==> src/rtl/demux_lane_sched.sv <==
// demux_lane_sched: round-robin scheduler that serializes one of four 32-bit
// requester words into a byte stream, one byte per clk_4f cycle.
module demux_lane_sched #(
    parameter bit MSB_FIRST = 1'b1
) (
    input  logic        clk_4f,
    input  logic        reset,
    input  logic        enable,
    input  logic [3:0]  lane_mask,
    input  logic [31:0] lane_0,
    input  logic [31:0] lane_1,
    input  logic [31:0] lane_2,
    input  logic [31:0] lane_3,
    input  logic        valid_0,
    input  logic        valid_1,
    input  logic        valid_2,
    input  logic        valid_3,
    output logic        ready_0,
    output logic        ready_1,
    output logic        ready_2,
    output logic        ready_3,
    output logic [7:0]  data_out,
    output logic        valid_out,
    output logic [1:0]  lane_id,
    output logic        busy
);

    typedef enum logic [0:0] {
        ST_IDLE = 1'b0,
        ST_SEND = 1'b1
    } state_t;

    state_t      state_r;
    logic [1:0]  cnt_r;
    logic [1:0]  rr_ptr_r;
    logic [1:0]  grant_r;
    logic [31:0] word_r;
    logic [3:0]  ready_r;
    logic [7:0]  data_r;
    logic        valid_r;
    logic [1:0]  lane_id_r;
    logic        busy_r;

    logic [3:0]  req_s;
    logic [2:0]  pick_s;
    logic        grant_vld_s;
    logic [1:0]  grant_idx_s;
    logic [31:0] grant_word_s;
    logic [7:0]  byte_s;

    // First active request found scanning ptr, ptr+1, ... (mod 4); bit 2 flags a hit.
    function automatic logic [2:0] rr_pick(input logic [3:0] req, input logic [1:0] ptr);
        logic [2:0] pick;
        logic [1:0] idx;
        pick = 3'b000;
        for (int k = 3; k >= 0; k--) begin
            idx = ptr + k[1:0];
            if (req[idx]) begin
                pick = {1'b1, idx};
            end else begin
                pick = pick;
            end
        end
        return pick;
    endfunction

    // Byte n of the word in transmission order.
    function automatic logic [7:0] pick_byte(input logic [31:0] w, input logic [1:0] n);
        logic [1:0] pos;
        logic [7:0] b;
        pos = MSB_FIRST ? (2'd3 - n) : n;
        case (pos)
            2'd0:    b = w[7:0];
            2'd1:    b = w[15:8];
            2'd2:    b = w[23:16];
            2'd3:    b = w[31:24];
            default: b = 8'h00;
        endcase
        return b;
    endfunction

    // Qualify requests and arbitrate among them.
    always_comb begin
        req_s       = {valid_3, valid_2, valid_1, valid_0} & lane_mask & {4{enable}};
        pick_s      = rr_pick(req_s, rr_ptr_r);
        grant_vld_s = pick_s[2];
        grant_idx_s = pick_s[1:0];
    end

    // Word of the winning lane and the byte currently due from the word register.
    always_comb begin
        case (grant_idx_s)
            2'd0:    grant_word_s = lane_0;
            2'd1:    grant_word_s = lane_1;
            2'd2:    grant_word_s = lane_2;
            2'd3:    grant_word_s = lane_3;
            default: grant_word_s = 32'h0000_0000;
        endcase
        byte_s = pick_byte(word_r, cnt_r);
    end

    // Scheduler FSM with registered outputs; a grant at cnt 3 chains words with no bubble.
    always_ff @(posedge clk_4f or negedge reset) begin
        if (!reset) begin
            state_r   <= ST_IDLE;
            cnt_r     <= 2'd0;
            rr_ptr_r  <= 2'd0;
            grant_r   <= 2'd0;
            word_r    <= 32'h0000_0000;
            ready_r   <= 4'b0000;
            data_r    <= 8'h00;
            valid_r   <= 1'b0;
            lane_id_r <= 2'd0;
            busy_r    <= 1'b0;
        end else begin
            ready_r <= 4'b0000;
            case (state_r)
                ST_IDLE: begin
                    valid_r <= 1'b0;
                    if (grant_vld_s) begin
                        word_r   <= grant_word_s;
                        grant_r  <= grant_idx_s;
                        ready_r  <= 4'b0001 << grant_idx_s;
                        rr_ptr_r <= grant_idx_s + 2'd1;
                        cnt_r    <= 2'd0;
                        state_r  <= ST_SEND;
                        busy_r   <= 1'b1;
                    end else begin
                        state_r  <= ST_IDLE;
                        busy_r   <= 1'b0;
                    end
                end
                ST_SEND: begin
                    data_r    <= byte_s;
                    valid_r   <= 1'b1;
                    lane_id_r <= grant_r;
                    cnt_r     <= cnt_r + 2'd1;
                    if (cnt_r == 2'd3) begin
                        if (grant_vld_s) begin
                            word_r   <= grant_word_s;
                            grant_r  <= grant_idx_s;
                            ready_r  <= 4'b0001 << grant_idx_s;
                            rr_ptr_r <= grant_idx_s + 2'd1;
                            cnt_r    <= 2'd0;
                            state_r  <= ST_SEND;
                            busy_r   <= 1'b1;
                        end else begin
                            state_r  <= ST_IDLE;
                            busy_r   <= 1'b0;
                        end
                    end else begin
                        state_r <= ST_SEND;
                        busy_r  <= 1'b1;
                    end
                end
                default: begin
                    state_r <= ST_IDLE;
                    valid_r <= 1'b0;
                    busy_r  <= 1'b0;
                end
            endcase
        end
    end

    assign ready_0   = ready_r[0];
    assign ready_1   = ready_r[1];
    assign ready_2   = ready_r[2];
    assign ready_3   = ready_r[3];
    assign data_out  = data_r;
    assign valid_out = valid_r;
    assign lane_id   = lane_id_r;
    assign busy      = busy_r;

endmodule

==> config.mk <==
export PLATFORM = sky130hd
export DESIGN_NAME = demux_lane_sched
export DESIGN_NICKNAME = d
export VERILOG_FILES = /design/src/rtl/demux_lane_sched.sv
export SDC_FILE = /design/constraint.sdc
export NUM_CORES = 1
export LEC_CHECK = 0
export CORE_AREA = 2 2 88 90
export CTS_CLUSTER_DIAMETER = 150
export DETAILED_ROUTE_END_ITERATION = 7
export DIE_AREA = 0 0 90 92
export PLACE_DENSITY = 0.85
export REMOVE_ABC_BUFFERS = 1
export SETUP_SLACK_MARGIN = 0.2
export SLEW_MARGIN = 5
export SYNTH_ARGS = -nofsm -noshare
export SYNTH_HDL_FRONTEND = slang
export SYNTH_SLANG_ARGS = --single-unit
==> constraint.sdc <==
create_clock -name clk_4f -period 5.9 [get_ports clk_4f]
set_input_delay 1.18 -clock clk_4f [delete_from_list [all_inputs] [get_ports clk_4f]]
set_output_delay 1.18 -clock clk_4f [all_outputs]
set_load 0.05 [all_outputs]
==> impl_metrics.env <==
export IMPL_outcome="finished, final reports clean"
export IMPL_min_period_over_period=0.732
export IMPL_drt_wl_total_mm=9.24
export IMPL_cts_root_buffer="clkbuf_8"
export IMPL_cts_tree="done"
export IMPL_clk_pin_slew_worst_paths_ns=0.09
export IMPL_setup_violations=0
export IMPL_arrival_ns=4.55
export IMPL_drt_iter0_markers=261
export IMPL_htreeDepth=2
export IMPL_cts_max_path_buffers=2
export IMPL_ant_nets=0
export IMPL_ir_worst_vdd_mv=0.193
export IMPL_end_kind="flop"
export IMPL_drtPass1Iterations=6
export IMPL_postCtsResizedCells=0
export IMPL_stdcell_count=591
export IMPL_path_cells="clkdlybuf4s50_1 > inv_1 > a2111oi_4 > o31a_2 > a21boi_0 > ha_1 > a222oi_1 > nor2_1 > a21oi_1 > o21ai_1"
export IMPL_rsz0062_at_grt="false"
export IMPL_antenna_found_initial=0
export IMPL_met2_usage=0.406
export IMPL_die_w_um=90
export IMPL_multi_input_comb_area_sq_mm=0.00170
export IMPL_max_cap_viol_count=0
export IMPL_cpPeakStageDelay_ns=1.01
export IMPL_clock_fmax_ghz=0.232
export IMPL_core_sq_mm=0.00745
export IMPL_synth_seq_area_share=0.417
export IMPL_post_drt_via_cell_ratio=5.62
export IMPL_path_class="primary input to flop"
export IMPL_async_reset_ff_frac=1.00
export IMPL_clkLatencyLatePin_ns=0.30
export IMPL_ys_types=42
export IMPL_finClkSkew_ns=0.00779
export IMPL_cts_buffers=5
export IMPL_cp_num_buf_inv=2
export IMPL_num_rows=32
export IMPL_syn2layout_area_growth_pct=49.7
export IMPL_maxSlewHeadroom=0.172
export IMPL_die_area_sq_mm=0.00828
export IMPL_postCtsHoldBufs=0
export IMPL_fin_nets=636
export IMPL_min_period_ns=4.32
export IMPL_path_delay_family="compound AO/OA/AOI/OAI gates"
export IMPL_slowest_stage="ha_1"
export IMPL_startpoint_type="primary input"
export IMPL_vias=3319
export IMPL_power_static_leakage_nw=1.94
export IMPL_post_dp_hpwl_mm=6.82
export IMPL_track_usage=0.223
export IMPL_use_met3=0.0378
export IMPL_numClockSinks=54
export IMPL_wl_per_cell_um=15.6
export IMPL_top_usage_layer="met2"
export IMPL_grt_met1_usage=0.283
export IMPL_syn_cell_area_sq_mm=0.00324
export IMPL_fillers=645
export IMPL_hold_viol=0
export IMPL_power_per_cell_area_mw_per_mm2=388
export IMPL_numPortBuffers=154
export IMPL_fin_setup_tns_ns=0
export IMPL_synthCells=360
export IMPL_yosysWarnings=0
export IMPL_synth_edf_count=0
export IMPL_start_util=0.435
export IMPL_diodes=0
export IMPL_holdCritPathClass="flop to flop"
export IMPL_die_h_um=92
export IMPL_tightestPinTransition_ns=1.24
export IMPL_crit_fanout=33
export IMPL_cts_setup_buffers=0
export IMPL_cp_required_ns=6.13
export IMPL_seq_area_sq_mm=0.00135
export IMPL_ios=155
export IMPL_grt_pass1_wl_mm=15.0
export IMPL_yosys_register_bits=54
export IMPL_place_inst=583
export IMPL_gp_congestion=0.859
export IMPL_grt_max_degree=65
export IMPL_layout_drive_gt1_share=0.0573
export IMPL_slew_violations=0
export IMPL_grt_overflow_total=0
export IMPL_synth_ff_type="dfrtp_1"
export IMPL_drc=0
export IMPL_grt_pass1_vias=3225
export IMPL_syn_avg_cell_area_sq_um=8.99
-- sequential cells by signal, summed over array words and instances (netlist names) --
| name | cells |
|---|---|
| lane_id | 2 |
| busy | 1 |
| data_out | 8 |
| valid_out | 1 |
| word_r | 32 |
| cnt_r | 2 |
| grant_r | 2 |
| ready_r | 4 |
| rr_ptr_r | 2 |
-- tightest hold or removal path, stage by stage (launching register included) --
cell and delay, ns:
dfrtp_1 0.35, nand2_1 0.05, o21ai_0 0.06
-- synthesized netlist by cell type (2+ instances only) --
| master | n | area, sq um |
|---|---|---|
| a21boi_0 | 2 | 15.0 |
| dfrtp_1 | 54 | 1350 |
| clkbuf_2 | 2 | 10.0 |
| o21ai_1 | 13 | 65.1 |
| mux2_2 | 10 | 113 |
| inv_1 | 5 | 18.8 |
| o2111ai_1 | 2 | 17.5 |
| nand3_1 | 5 | 25.0 |
| o21ai_0 | 31 | 155 |
| o211ai_1 | 2 | 15.0 |
| a222oi_1 | 40 | 400 |
| nand3b_1 | 2 | 15.0 |
| buf_1 | 2 | 7.51 |
| buf_6 | 4 | 45.0 |
| clkbuf_1 | 23 | 86.3 |
| buf_2 | 5 | 25.0 |
| and2_1 | 7 | 43.8 |
| nand2_1 | 52 | 195 |
| nor2_1 | 33 | 124 |
| ha_1 | 9 | 113 |
| a21oi_1 | 36 | 180 |
-- area by class of cell --
type / count / share of cell area
inverters: 5 / 0.00387
clock buffers: 5 / 0.0142
clock inverters: 3 / 0.00516
well taps: 102 / 0.0263
flip-flops and latches: 54 / 0.279
repair buffers: 157 / 0.322
multi-input cells: 265 / 0.350
-- placed cells by master (no fill, tap or decap), types with 5 or more instances in the layout --
cell type        count
mux2_2              10
o21ai_0             31
clkdlybuf4s50_1    153
o21ai_1             13
clkbuf_8             5
a21oi_1             36
and2_1               7
a222oi_1            40
ha_1                 8
dfrtp_1             54
nor2_1              33
inv_1                5
nand2_1             52
nand3_1              5
-- through the flow --
step / power [mW] / area, sq um / hold slack [ns] / worst slack (ns) / utilization
after detailed placement: 1.68 / 4750 / 0.474 / 1.27 / 0.638
after CTS: 1.89 / 4850 / 0.492 / 1.62 / 0.651
final: 1.88 / 4850 / 0.489 / 1.58 / 0.651
after floorplan: 1.32 / 3060 / 0.449 / 2.13 / -
after global routing: 2.03 / 4850 / 0.510 / 1.25 / 0.651
after global placement: 1.65 / 4750 / 0.465 / 1.46 / 0.638
-- cell families (layout without fill, tap and decap cells) --
| family | Yosys count | count (layout) | synth area share |
|---|---|---|---|
| flops | 54 | 54 | 0.417 |
| compound gates | 139 | 139 | 0.310 |
| mux | 10 | 10 | 0.0348 |
| xor+xnor | 1 | 1 | 0.00271 |
| buf+inv | 41 | 170 | 0.0595 |
| fa+ha+maj | 9 | 9 | 0.0348 |
| simple gates | 106 | 106 | 0.141 |
-- report_power, final --
| part | internal (mW) | switching, mW |
|---|---|---|
| combinational | 0.450 | 0.602 |
| clock | 0.0859 | 0.123 |
| sequential | 0.512 | 0.110 |
| total | 1.05 | 0.834 |
-- per-layer routing --
layer | part of all wire | vias to the layer above
met2 | 0.52 | 142
met1 | 0.40 | 1557
met4 | 0.0052 | 0
met3 | 0.071 | 4
met5 | 0 | -
li1 | - | 1616
-- worst paths after layout --
kind,cells after the start,from,slack (ns),endpoint
setup reg to reg,9,rr_ptr_r[1],2.49,word_r[24]
max in group asynchronous,2,reset,4.48,grant_r[1]
hold reg to reg,2,word_r[14],0.49,word_r[14]
hold / removal,2,word_r[14],0.49,word_r[14]
min in group asynchronous,2,reset,0.99,word_r[13]
setup / recovery,10,enable,1.58,word_r[24]
Power figures use the tool's default switching activity.
